$ cat config.mk
export PLATFORM = sky130hd
export DESIGN_NAME = tinyproc_run_ctrl_flat
export DESIGN_NICKNAME = d
export VERILOG_FILES = /design/src/rtl/tinyproc_run_ctrl_if.sv /design/src/rtl/tinyproc_run_ctrl.sv /design/src/flat_wrapper.sv
export SDC_FILE = /design/constraint.sdc
export NUM_CORES = 1
export LEC_CHECK = 0
export BUFFER_PORTS_ARGS = -buffer_cell sky130_fd_sc_hd__buf_2
export CORE_ASPECT_RATIO = 1.4
export CORE_UTILIZATION = 24
export DETAILED_ROUTE_END_ITERATION = 6
export GPL_ROUTABILITY_DRIVEN = 0
export SYNTH_ARGS = -nofsm -noshare
export SYNTH_HDL_FRONTEND = slang
export SYNTH_SLANG_ARGS = --single-unit
$ cat constraint.sdc
create_clock -name clk -period 2.35 [get_ports clk]
set_input_delay 0.5875 -clock clk [delete_from_list [all_inputs] [get_ports clk]]
set_output_delay 0.5875 -clock clk [all_outputs]
set_load 0.02 [all_outputs]
$ cat src/rtl/tinyproc_run_ctrl_if.sv
// Host/core-facing bundle of the run controller: host command port, core
// enable/reset, instruction-memory write port and status outputs.
interface tinyproc_run_ctrl_if #(
  parameter int IW = 10,
  parameter int AW = 8,
  parameter int CW = 16
);
  // Commands have no backpressure: every cycle with cmd_valid=1 at the rising
  // edge delivers exactly one command; rejects are signalled a cycle later on cmd_err.
  logic          cmd_valid;
  logic [2:0]    cmd_op;
  logic [IW-1:0] cmd_data;
  logic          cmd_err;
  logic [AW-1:0] core_ip;
  logic          core_run;
  logic          core_reset;
  logic          imem_we;
  logic [AW-1:0] imem_waddr;
  logic [IW-1:0] imem_wdata;
  logic [1:0]    state;
  logic [1:0]    halt_reason;
  logic [CW-1:0] cycle_count;

  modport master (
    output cmd_valid, cmd_op, cmd_data, core_ip,
    input  cmd_err, core_run, core_reset, imem_we, imem_waddr, imem_wdata,
           state, halt_reason, cycle_count
  );

  modport slave (
    input  cmd_valid, cmd_op, cmd_data, core_ip,
    output cmd_err, core_run, core_reset, imem_we, imem_waddr, imem_wdata,
           state, halt_reason, cycle_count
  );
endinterface

$ cat src/rtl/tinyproc_run_ctrl.sv
// Run controller for the 10-bit accumulator core: loads instruction memory and
// gates the core clock-enable for run, N-step, breakpoint and cycle-budget halts.
module tinyproc_run_ctrl #(
  parameter int IW = 10,
  parameter int AW = 8,
  parameter int CW = 16
) (
  input  logic                 clk,
  input  logic                 reset_n,
  tinyproc_run_ctrl_if.slave   bus
);

  typedef enum logic [1:0] {
    ST_HALTED = 2'd0,
    ST_RUN    = 2'd1,
    ST_STEP   = 2'd2
  } state_e;

  typedef enum logic [1:0] {
    HR_HOST      = 2'd0,
    HR_BREAK     = 2'd1,
    HR_STEP_DONE = 2'd2,
    HR_LIMIT     = 2'd3
  } reason_e;

  localparam logic [2:0] OP_NOP        = 3'd0;
  localparam logic [2:0] OP_SET_ADDR   = 3'd1;
  localparam logic [2:0] OP_LOAD_WORD  = 3'd2;
  localparam logic [2:0] OP_RUN        = 3'd3;
  localparam logic [2:0] OP_STEP       = 3'd4;
  localparam logic [2:0] OP_HALT       = 3'd5;
  localparam logic [2:0] OP_SET_BREAK  = 3'd6;
  localparam logic [2:0] OP_RESET_CORE = 3'd7;

  state_e        state_q, state_d;
  reason_e       reason_q, reason_d;
  logic [AW-1:0] load_ptr_q, load_ptr_d;
  logic          bp_en_q, bp_en_d;
  logic [AW-1:0] bp_addr_q, bp_addr_d;
  logic [AW-1:0] step_left_q, step_left_d;
  logic [CW-1:0] cycle_count_q, cycle_count_d;
  logic          first_run_q, first_run_d;
  logic          imem_we_q, imem_we_d;
  logic [AW-1:0] imem_waddr_q, imem_waddr_d;
  logic [IW-1:0] imem_wdata_q, imem_wdata_d;
  logic          core_reset_q, core_reset_d;
  logic          cmd_err_q, cmd_err_d;

  logic limit_hit;
  logic bp_hit;
  logic core_run_c;
  logic cmd_halt;
  logic cmd_reject;

  // The first RUN cycle skips the breakpoint so a resume executes the
  // instruction that caused the previous break.
  assign limit_hit = (cycle_count_q == {CW{1'b1}});
  assign bp_hit    = bp_en_q && (bus.core_ip == bp_addr_q) && !first_run_q;

  always_comb begin
    core_run_c = 1'b0;
    case (state_q)
      ST_RUN:  core_run_c = !bp_hit && !limit_hit;
      ST_STEP: core_run_c = !limit_hit;
      default: core_run_c = 1'b0;
    endcase
  end

  assign cmd_halt   = bus.cmd_valid && (bus.cmd_op == OP_HALT);
  assign cmd_reject = bus.cmd_valid && (bus.cmd_op != OP_NOP) && (bus.cmd_op != OP_HALT);

  always_comb begin
    state_d       = state_q;
    reason_d      = reason_q;
    load_ptr_d    = load_ptr_q;
    bp_en_d       = bp_en_q;
    bp_addr_d     = bp_addr_q;
    step_left_d   = step_left_q;
    cycle_count_d = cycle_count_q;
    first_run_d   = 1'b0;
    imem_we_d     = 1'b0;
    imem_waddr_d  = imem_waddr_q;
    imem_wdata_d  = imem_wdata_q;
    core_reset_d  = 1'b0;
    cmd_err_d     = 1'b0;

    // core_run is never high at saturation, so a plain increment cannot wrap.
    if (core_run_c) begin
      cycle_count_d = cycle_count_q + CW'(1);
    end

    case (state_q)
      ST_HALTED: begin
        if (bus.cmd_valid) begin
          case (bus.cmd_op)
            OP_SET_ADDR: load_ptr_d = bus.cmd_data[AW-1:0];
            OP_LOAD_WORD: begin
              imem_we_d    = 1'b1;
              imem_waddr_d = load_ptr_q;
              imem_wdata_d = bus.cmd_data;
              load_ptr_d   = load_ptr_q + AW'(1);
            end
            OP_RUN: begin
              state_d     = ST_RUN;
              first_run_d = 1'b1;
            end
            OP_STEP: begin
              if (bus.cmd_data[AW-1:0] != '0) begin
                step_left_d = bus.cmd_data[AW-1:0];
                state_d     = ST_STEP;
              end
            end
            OP_SET_BREAK: begin
              bp_addr_d = bus.cmd_data[AW-1:0];
              bp_en_d   = bus.cmd_data[AW];
            end
            OP_RESET_CORE: begin
              core_reset_d  = 1'b1;
              cycle_count_d = '0;
            end
            default: ;
          endcase
        end
      end

      ST_RUN: begin
        if (bp_hit) begin
          state_d  = ST_HALTED;
          reason_d = HR_BREAK;
        end else if (limit_hit) begin
          state_d  = ST_HALTED;
          reason_d = HR_LIMIT;
        end else if (cmd_halt) begin
          state_d  = ST_HALTED;
          reason_d = HR_HOST;
        end
        cmd_err_d = cmd_reject;
      end

      ST_STEP: begin
        if (core_run_c) begin
          step_left_d = step_left_q - AW'(1);
        end
        if (limit_hit) begin
          state_d  = ST_HALTED;
          reason_d = HR_LIMIT;
        end else if (cmd_halt) begin
          state_d  = ST_HALTED;
          reason_d = HR_HOST;
        end else if (step_left_q == AW'(1)) begin
          state_d  = ST_HALTED;
          reason_d = HR_STEP_DONE;
        end
        cmd_err_d = cmd_reject;
      end

      default: state_d = ST_HALTED;
    endcase
  end

  always_ff @(posedge clk or negedge reset_n) begin
    if (!reset_n) begin
      state_q       <= ST_HALTED;
      reason_q      <= HR_HOST;
      load_ptr_q    <= '0;
      bp_en_q       <= 1'b0;
      bp_addr_q     <= '0;
      step_left_q   <= '0;
      cycle_count_q <= '0;
      first_run_q   <= 1'b0;
      imem_we_q     <= 1'b0;
      imem_waddr_q  <= '0;
      imem_wdata_q  <= '0;
      core_reset_q  <= 1'b0;
      cmd_err_q     <= 1'b0;
    end else begin
      state_q       <= state_d;
      reason_q      <= reason_d;
      load_ptr_q    <= load_ptr_d;
      bp_en_q       <= bp_en_d;
      bp_addr_q     <= bp_addr_d;
      step_left_q   <= step_left_d;
      cycle_count_q <= cycle_count_d;
      first_run_q   <= first_run_d;
      imem_we_q     <= imem_we_d;
      imem_waddr_q  <= imem_waddr_d;
      imem_wdata_q  <= imem_wdata_d;
      core_reset_q  <= core_reset_d;
      cmd_err_q     <= cmd_err_d;
    end
  end

  assign bus.core_run    = core_run_c;
  assign bus.core_reset  = core_reset_q;
  assign bus.cmd_err     = cmd_err_q;
  assign bus.imem_we     = imem_we_q;
  assign bus.imem_waddr  = imem_waddr_q;
  assign bus.imem_wdata  = imem_wdata_q;
  assign bus.state       = state_q;
  assign bus.halt_reason = reason_q;
  assign bus.cycle_count = cycle_count_q;

endmodule

$ cat src/flat_wrapper.sv
// flat-port wrapper written by rule: the top's interface ports become plain ports
module tinyproc_run_ctrl_flat 
#(
  parameter int IW = 10,
  parameter int AW = 8,
  parameter int CW = 16
)
  (clk, reset_n, bus_cmd_valid, bus_cmd_op, bus_cmd_data, bus_core_ip, bus_cmd_err, bus_core_run, bus_core_reset, bus_imem_we, bus_imem_waddr, bus_imem_wdata, bus_state, bus_halt_reason, bus_cycle_count);
  tinyproc_run_ctrl_if #(.IW(IW), .AW(AW), .CW(CW)) bus_i ();
  input  logic clk;
  input  logic reset_n;
  input wire logic [$bits(bus_i.cmd_valid)-1:0] bus_cmd_valid;
  input wire logic [$bits(bus_i.cmd_op)-1:0] bus_cmd_op;
  input wire logic [$bits(bus_i.cmd_data)-1:0] bus_cmd_data;
  input wire logic [$bits(bus_i.core_ip)-1:0] bus_core_ip;
  output wire logic [$bits(bus_i.cmd_err)-1:0] bus_cmd_err;
  output wire logic [$bits(bus_i.core_run)-1:0] bus_core_run;
  output wire logic [$bits(bus_i.core_reset)-1:0] bus_core_reset;
  output wire logic [$bits(bus_i.imem_we)-1:0] bus_imem_we;
  output wire logic [$bits(bus_i.imem_waddr)-1:0] bus_imem_waddr;
  output wire logic [$bits(bus_i.imem_wdata)-1:0] bus_imem_wdata;
  output wire logic [$bits(bus_i.state)-1:0] bus_state;
  output wire logic [$bits(bus_i.halt_reason)-1:0] bus_halt_reason;
  output wire logic [$bits(bus_i.cycle_count)-1:0] bus_cycle_count;
  assign bus_i.cmd_valid = bus_cmd_valid;
  assign bus_i.cmd_op = bus_cmd_op;
  assign bus_i.cmd_data = bus_cmd_data;
  assign bus_i.core_ip = bus_core_ip;
  assign bus_cmd_err = bus_i.cmd_err;
  assign bus_core_run = bus_i.core_run;
  assign bus_core_reset = bus_i.core_reset;
  assign bus_imem_we = bus_i.imem_we;
  assign bus_imem_waddr = bus_i.imem_waddr;
  assign bus_imem_wdata = bus_i.imem_wdata;
  assign bus_state = bus_i.state;
  assign bus_halt_reason = bus_i.halt_reason;
  assign bus_cycle_count = bus_i.cycle_count;
  tinyproc_run_ctrl #(.IW(IW), .AW(AW), .CW(CW)) u_core (.clk(clk), .reset_n(reset_n), .bus(bus_i));
endmodule
==> results of run 1 <==
where the power goes:
group          switching [mW]  internal, mW  leakage [nW]
Sequential              0.429          1.63         0.834
Combinational            1.30          1.07          1.13
Clock                   0.498         0.930         0.143
placed cells by master (no fill, tap or decap), types with 4 or more instances in the layout:
cell	count
or4_1	5
o31ai_1	6
a211oi_1	5
and3_1	4
a21oi_1	24
buf_4	40
mux2_2	27
nor2_1	15
o22ai_1	11
o21ai_0	16
mux2_1	4
xnor2_1	8
dfrtp_1	64
inv_1	11
nor4_1	5
buf_2	64
nand2_1	21
nor3_1	5
nand4_1	5
clkbuf_16	9
mux2i_1	10
a31oi_1	4
nand2b_1	7
ha_1	5
nand3_1	14
area by class of cell:
type	count	area (um2)
inverter	13	48.8
sequential	67	1680
tap	189	236
multi-input combinational	254	1900
fill	1485	9810
clock inverter	4	75.1
clock buffer	12	236
timing repair buffer	106	652
flip-flops by register name, summed over array words and instances (netlist names):
name,count
u_core.bp_addr_q,8
u_core.bp_en_q,1
u_core.bus.cmd_err,1
u_core.bus.core_reset,1
u_core.bus.cycle_count,16
u_core.bus.halt_reason,2
u_core.bus.imem_waddr,8
u_core.bus.imem_wdata,10
u_core.bus.imem_we,1
u_core.bus.state,2
u_core.first_run_q,1
u_core.load_ptr_q,8
u_core.step_left_q,8
worst max-delay path by stage:
stage                         to  slack [ps]  cells past startpoint                 startpoint
floorplan           bus_core_run          30                      6  u_core.bus.cycle_count[0]
global placement    bus_core_run          60                      6             bus_core_ip[5]
detailed placement  bus_core_run          40                      6             bus_core_ip[5]
CTS                 bus_core_run           8                      5  u_core.bus.cycle_count[7]
global route        bus_core_run         -40                      5        u_core.bp_addr_q[2]
finish              bus_core_run          40                      6  u_core.bus.cycle_count[0]
logic make-up (layout without fill, tap and decap cells):
kind of cell | count (synthesis) | after routing | synth area share
AOI/OAI and AO/OA | 86 | 86 | 0.153
xor gates and xnor gates | 10 | 10 | 0.0241
adders and majority gates | 7 | 7 | 0.0241
buffers and inverters | 26 | 135 | 0.0337
DFF | 67 | 67 | 0.461
muxes | 41 | 41 | 0.123
and+or+nand+nor | 110 | 110 | 0.181
layer usage:
metal	up-vias	track usage
met3	14	0.0384
met5	-	0
li1	1514	-
met2	104	0.227
met1	1548	0.144
met4	0	0.0465
timing repair:
action                     CTS  global route
pin swaps                    3             7
setup buffers                7             4
gates resized for setup      5            10
setup endpoints to repair    1             1
stage by stage:
step	instances	util	worst slack (ps)	hold WS [ps]	area [um2]
final	645	0.330	42.6	269	4830
after detailed placement	618	0.298	38.5	480	4360
after floorplan	347	-	25.3	292	3640
after global routing	645	0.330	-37.5	305	4830
after CTS	641	0.325	7.52	284	4750
after global placement	618	0.298	57.9	477	4360
==> qor.csv, run 1 <==
metric,value,unit
R2R setup slack,100,ps
CTS root buf,clkbuf_16,
# diodes,0,
met1 WL,4070,um
HPWL Detailed,7100,um
Core Rows,52,
Final nets,482,
CP Class,flip-flop to output pin,
Max IR drop VDD,0.649,mV
Gate Count Post-Synth,347,
crit path DAT,1720,ps
chip width,106,um
I/O pin count,66,
layout cells sized above 1,0.382,
Clock Sinks,67,
"Async S/R FF share, synth",1.00,
R2R depth,9,
area fraction of the dominant cell type after synthesis,0.461,
Post-synth EDFFs,0,
Worst Path Required,1760,ps
max incr delay on CP,470,ps
PortBufs,65,
final critical-path required period,2310,ps
Area contributors post-synth,"dfrtp_1 (46%), mux2_2 (8.4%), a21oi_1 (3.4%), mux2i_1 (2.8%), ha_1 (2.4%)",
Area growth syn-to-layout,32.7,%
CTS clock-pin slew for the worst setup and hold paths,50,ps
max layer used,met4,
post-route antenna net violation count,0,
DR vias,3180,
Pleak,2.10,nW
Total GRT Usage,0.128,
top-count cell post-synth,dfrtp_1,
Power Dens Cells,1210,mW/mm2
routed length on met2,4980,um
Post-Syn Area per Cell,10.5,um2
drt initial violations,177,
FF-to-FF Start,u_core.bus.state[1],
Clock Latency Late Sink,330,ps
number of global-route vias before repair,3102,
Detailed Routing Iterations Pass 1,5,
Yosys Warn Count,0,
vias per cell,4.93,
Hold Fails Final Rpt,0,
Clock H-tree levels,3,
final setup fails,0,
core area,0.0146,mm2
Longest Clk Path Bufs,2,
die height,148,um
crit end category,output pin,
outcome,"finished, final reports clean",
Yosys cell types,59,
Initial Utilization,0.248,
Pwr Total,5.86,mW
Min-Delay Path Class,input pin to asynchronous set/reset pin,
met3 wire length,532,um
Post-Route Setup TNS,0,ps
CP max FO,2,
crit path max-delay cell type,o41a_1,
startpoint types,flip-flop,
number of buffers created by CTS,9,
post-synthesis sequential area ratio,0.461,
Tcrit/Tclk final,0.982,
max cap viols,0,
"Top FF cell, synth",dfrtp_1,
"wirelength, routed",9810,um
first-pass GRT wire length,15600,um
largest area contributor in the netlist,dfrtp_1,
Yosys reg bits,67,
CTS tree,built,
Worst Max-Slew Pin Slew,541,ps
crit path buf inv count,1,
Mapped Nets,378,
die area,0.0157,mm2
Crit path max-delay family,compound AO/OA/AOI/OAI gates,
CP cell instances,"ha_4, nand3_4, o41a_1, o21ai_4, nor2_2, buf_6",
Pins Over Slew Limit,0,
fmax,0.433,GHz
RSZ-0062 raised after global routing,yes,
largest net degree at the start of global routing,68,
skew final,5.15,ps
Avg WL per Cell,15.2,um
Residual DRC,0,
synthesized cell area,0.00364,mm2
Slew headroom,0.638,
total gr overflow,0,
# hold bufs at CTS,0,
initial antenna violation count,0,
most common library cells after synthesis,"dfrtp_1 (67), mux2_2 (27), a21oi_1 (25), nand2_1 (21)",
R2R Path End,u_core.bus.cycle_count[3],
No activity file was read; power rests on OpenSTA's default activity.
==> run 2, diff against run 1 <==
ABC_CLOCK_PERIOD_IN_PS = 2350   (was not set)
REMOVE_ABC_BUFFERS = 1   (was not set)
==> qor.csv, run 2 (same netlist as run 1, synthesis figures left out) <==
metric,value,unit,change
outcome,"finished, final reports clean",,
initial antenna violation count,0,,unchanged
Total GRT Usage,0.130,,+0.00206
Filler Cells Inserted,1522,,+2.5%
skew final,4.57,ps,-0.581 ps
most frequent cells in the layout,"buf_2 (65), dfrtp_1 (64), buf_4 (31)",,
CP max FO,10,,+8
Pleak,2.06,nW,-2.2%
Final nets,474,,-1.7%
layout cells sized above 1,0.371,,-0.0110
Cell Count Post-Placement,613,,-0.81%
first-pass GRT wire length,15600,um,about the same
CTS tree,built,,
CTS clock-pin slew for the worst setup and hold paths,60,ps,about the same
final worst slack,12.1,ps,-30.5 ps
largest net degree at the start of global routing,68,,unchanged
Worst Max-Slew Pin Slew,572,ps,+30.8 ps
Storage cell area,0.00168,mm2,unchanged
vias per cell,4.88,,-1.0%
number of buffers created by CTS,9,,unchanged
Worst setup startpoint,u_core.bus.state[0],,
max cap viols,0,,unchanged
Detailed Routing Iterations Pass 1,4,,-1
Core Rows,52,,unchanged
core area,0.0146,mm2,unchanged
die area,0.0157,mm2,unchanged
fmax,0.428,GHz,-1.3%
final critical-path required period,2340,ps,+30.5 ps
CP Class,flip-flop to output pin,,
Worst Path Required,1760,ps,about the same
Pwr Total,5.60,mW,-4.5%
Hold Fails Final Rpt,0,,unchanged
Longest Clk Path Bufs,2,,unchanged
Max IR drop VDD,0.503,mV,-22%
die height,148,um,unchanged
Clock Latency Late Sink,330,ps,about the same
crit path max-delay cell type,dfrtp_1,,
HPWL Detailed,7050,um,-0.66%
CTS root buf,clkbuf_16,,
Power Dens Cells,1190,mW/mm2,-2.3%
number of global-route vias before repair,3073,,-0.93%
max incr delay on CP,350,ps,-120 ps
Pins Over Slew Limit,0,,unchanged
multi-input gate area in the final layout,0.00188,mm2,-0.73%
"Design Area, Final",0.00472,mm2,-2.2%
Min-Delay Path Class,input pin to asynchronous set/reset pin,,
drt initial violations,172,,-2.8%
chip width,106,um,unchanged
R2R depth,7,,-2
"wirelength, routed",9680,um,-1.3%
final setup fails,0,,unchanged
crit end category,output pin,,
crit path DAT,1750,ps,+30 ps
DR vias,3108,,-2.3%
Initial Utilization,0.248,,unchanged
total gr overflow,0,,unchanged
FF-to-FF Start,u_core.bp_addr_q[7],,
R2R Path End,u_core.bus.halt_reason[1],,
Clock H-tree levels,3,,unchanged
RSZ-0062 raised after global routing,yes,,
CP cell instances,"inv_1, ha_1, buf_6, nor4_4, nor2_1, buf_2",,
I/O pin count,66,,unchanged
Area growth syn-to-layout,29.7,%,
Avg WL per Cell,15.2,um,about the same
"commonest non-fill, non-tap cell in the layout",buf_2,,
R2R setup slack,180,ps,+80 ps
post-route antenna net violation count,0,,unchanged
startpoint types,flip-flop,,
Slew headroom,0.617,,-0.0210
PortBufs,65,,unchanged
dpl cell area,0.00433,mm2,-0.86%
"non-filler cells, final",637,,-1.2%
Tcrit/Tclk final,0.995,,+0.0130
Clock Sinks,67,,unchanged
# diodes,0,,unchanged
Residual DRC,0,,unchanged
Place WS,9.37,ps,-29.2 ps
max reg flops,16,,unchanged
[run 2: cell count changes in the layout (fill, tap and decap cells not counted), moves of 2 or more]
cell	change
clkinv_2	+2
buf_4	-9
bufinv_16	-2
clkbuf_1	-3
[run 2: power breakdown]
part | internal, mW | leakage, nW | total [mW] | switching [mW]
clock network | 0.740 | 0.130 | 1.26 | 0.518
logic | 1.01 | 1.09 | 2.28 | 1.27
registers | 1.63 | 0.834 | 2.06 | 0.435
total | 3.38 | 2.06 | 5.60 | 2.22
[run 2: area by class of cell]
type / count / area share
flip-flops and latches: 67 / 0.356
repair buffers: 98 / 0.125
clock buffers: 10 / 0.0506
clock inverters: 6 / 0.00875
well taps: 189 / 0.0501
inverters: 13 / 0.0103
multi-input cells: 254 / 0.399
[run 2: per-layer routing]
layer | vias to the layer above | global-route usage | routed length [um]
met5 | - | 0 | 0
met4 | 0 | 0.0507 | 145
met3 | 9 | 0.0322 | 455
met2 | 89 | 0.232 | 5040
met1 | 1522 | 0.147 | 4040
li1 | 1488 | - | -
[run 2: through the flow]
step | utilization | TNS, ps | hold slack [ps]
4_1_cts | 0.319 | 0 | 291
3_5_place_dp | 0.295 | 0 | 477
6_report | 0.322 | 0 | 263
5_1_grt | 0.322 | -19.7 | 302
3_3_place_gp | 0.295 | 0 | 478
2_1_floorplan | - | -95.6 | 292
[run 2: worst max path at each step]
| stage | endpoint | slack, ps | depth (start not counted) |
|---|---|---|---|
| after detailed placement | u_core.bus.halt_reason[1] | 9 | 7 |
| after floorplan | bus_core_run | -100 | 5 |
| after CTS | bus_core_run | 10 | 6 |
| after global routing | bus_core_run | -20 | 6 |
| final | bus_core_run | 10 | 6 |
| after global placement | bus_core_run | 90 | 6 |
[run 2: worst max-delay path, delay by kind of cell, from the launching register on]
kind	cells	cell delay [ps]
buffers and inverters	3	420
AND/OR/NAND/NOR	2	430
adder cells (fa/ha/maj)	1	230
flip-flops	1	350
[run 2: repair_timing]
action,4_1_cts,5_1_grt
pin swaps,3,0
endpoints found under the setup margin,1,3
gates resized for setup,1,9
setup buffers,8,0
cloned,0,0
hold buffers,0,0
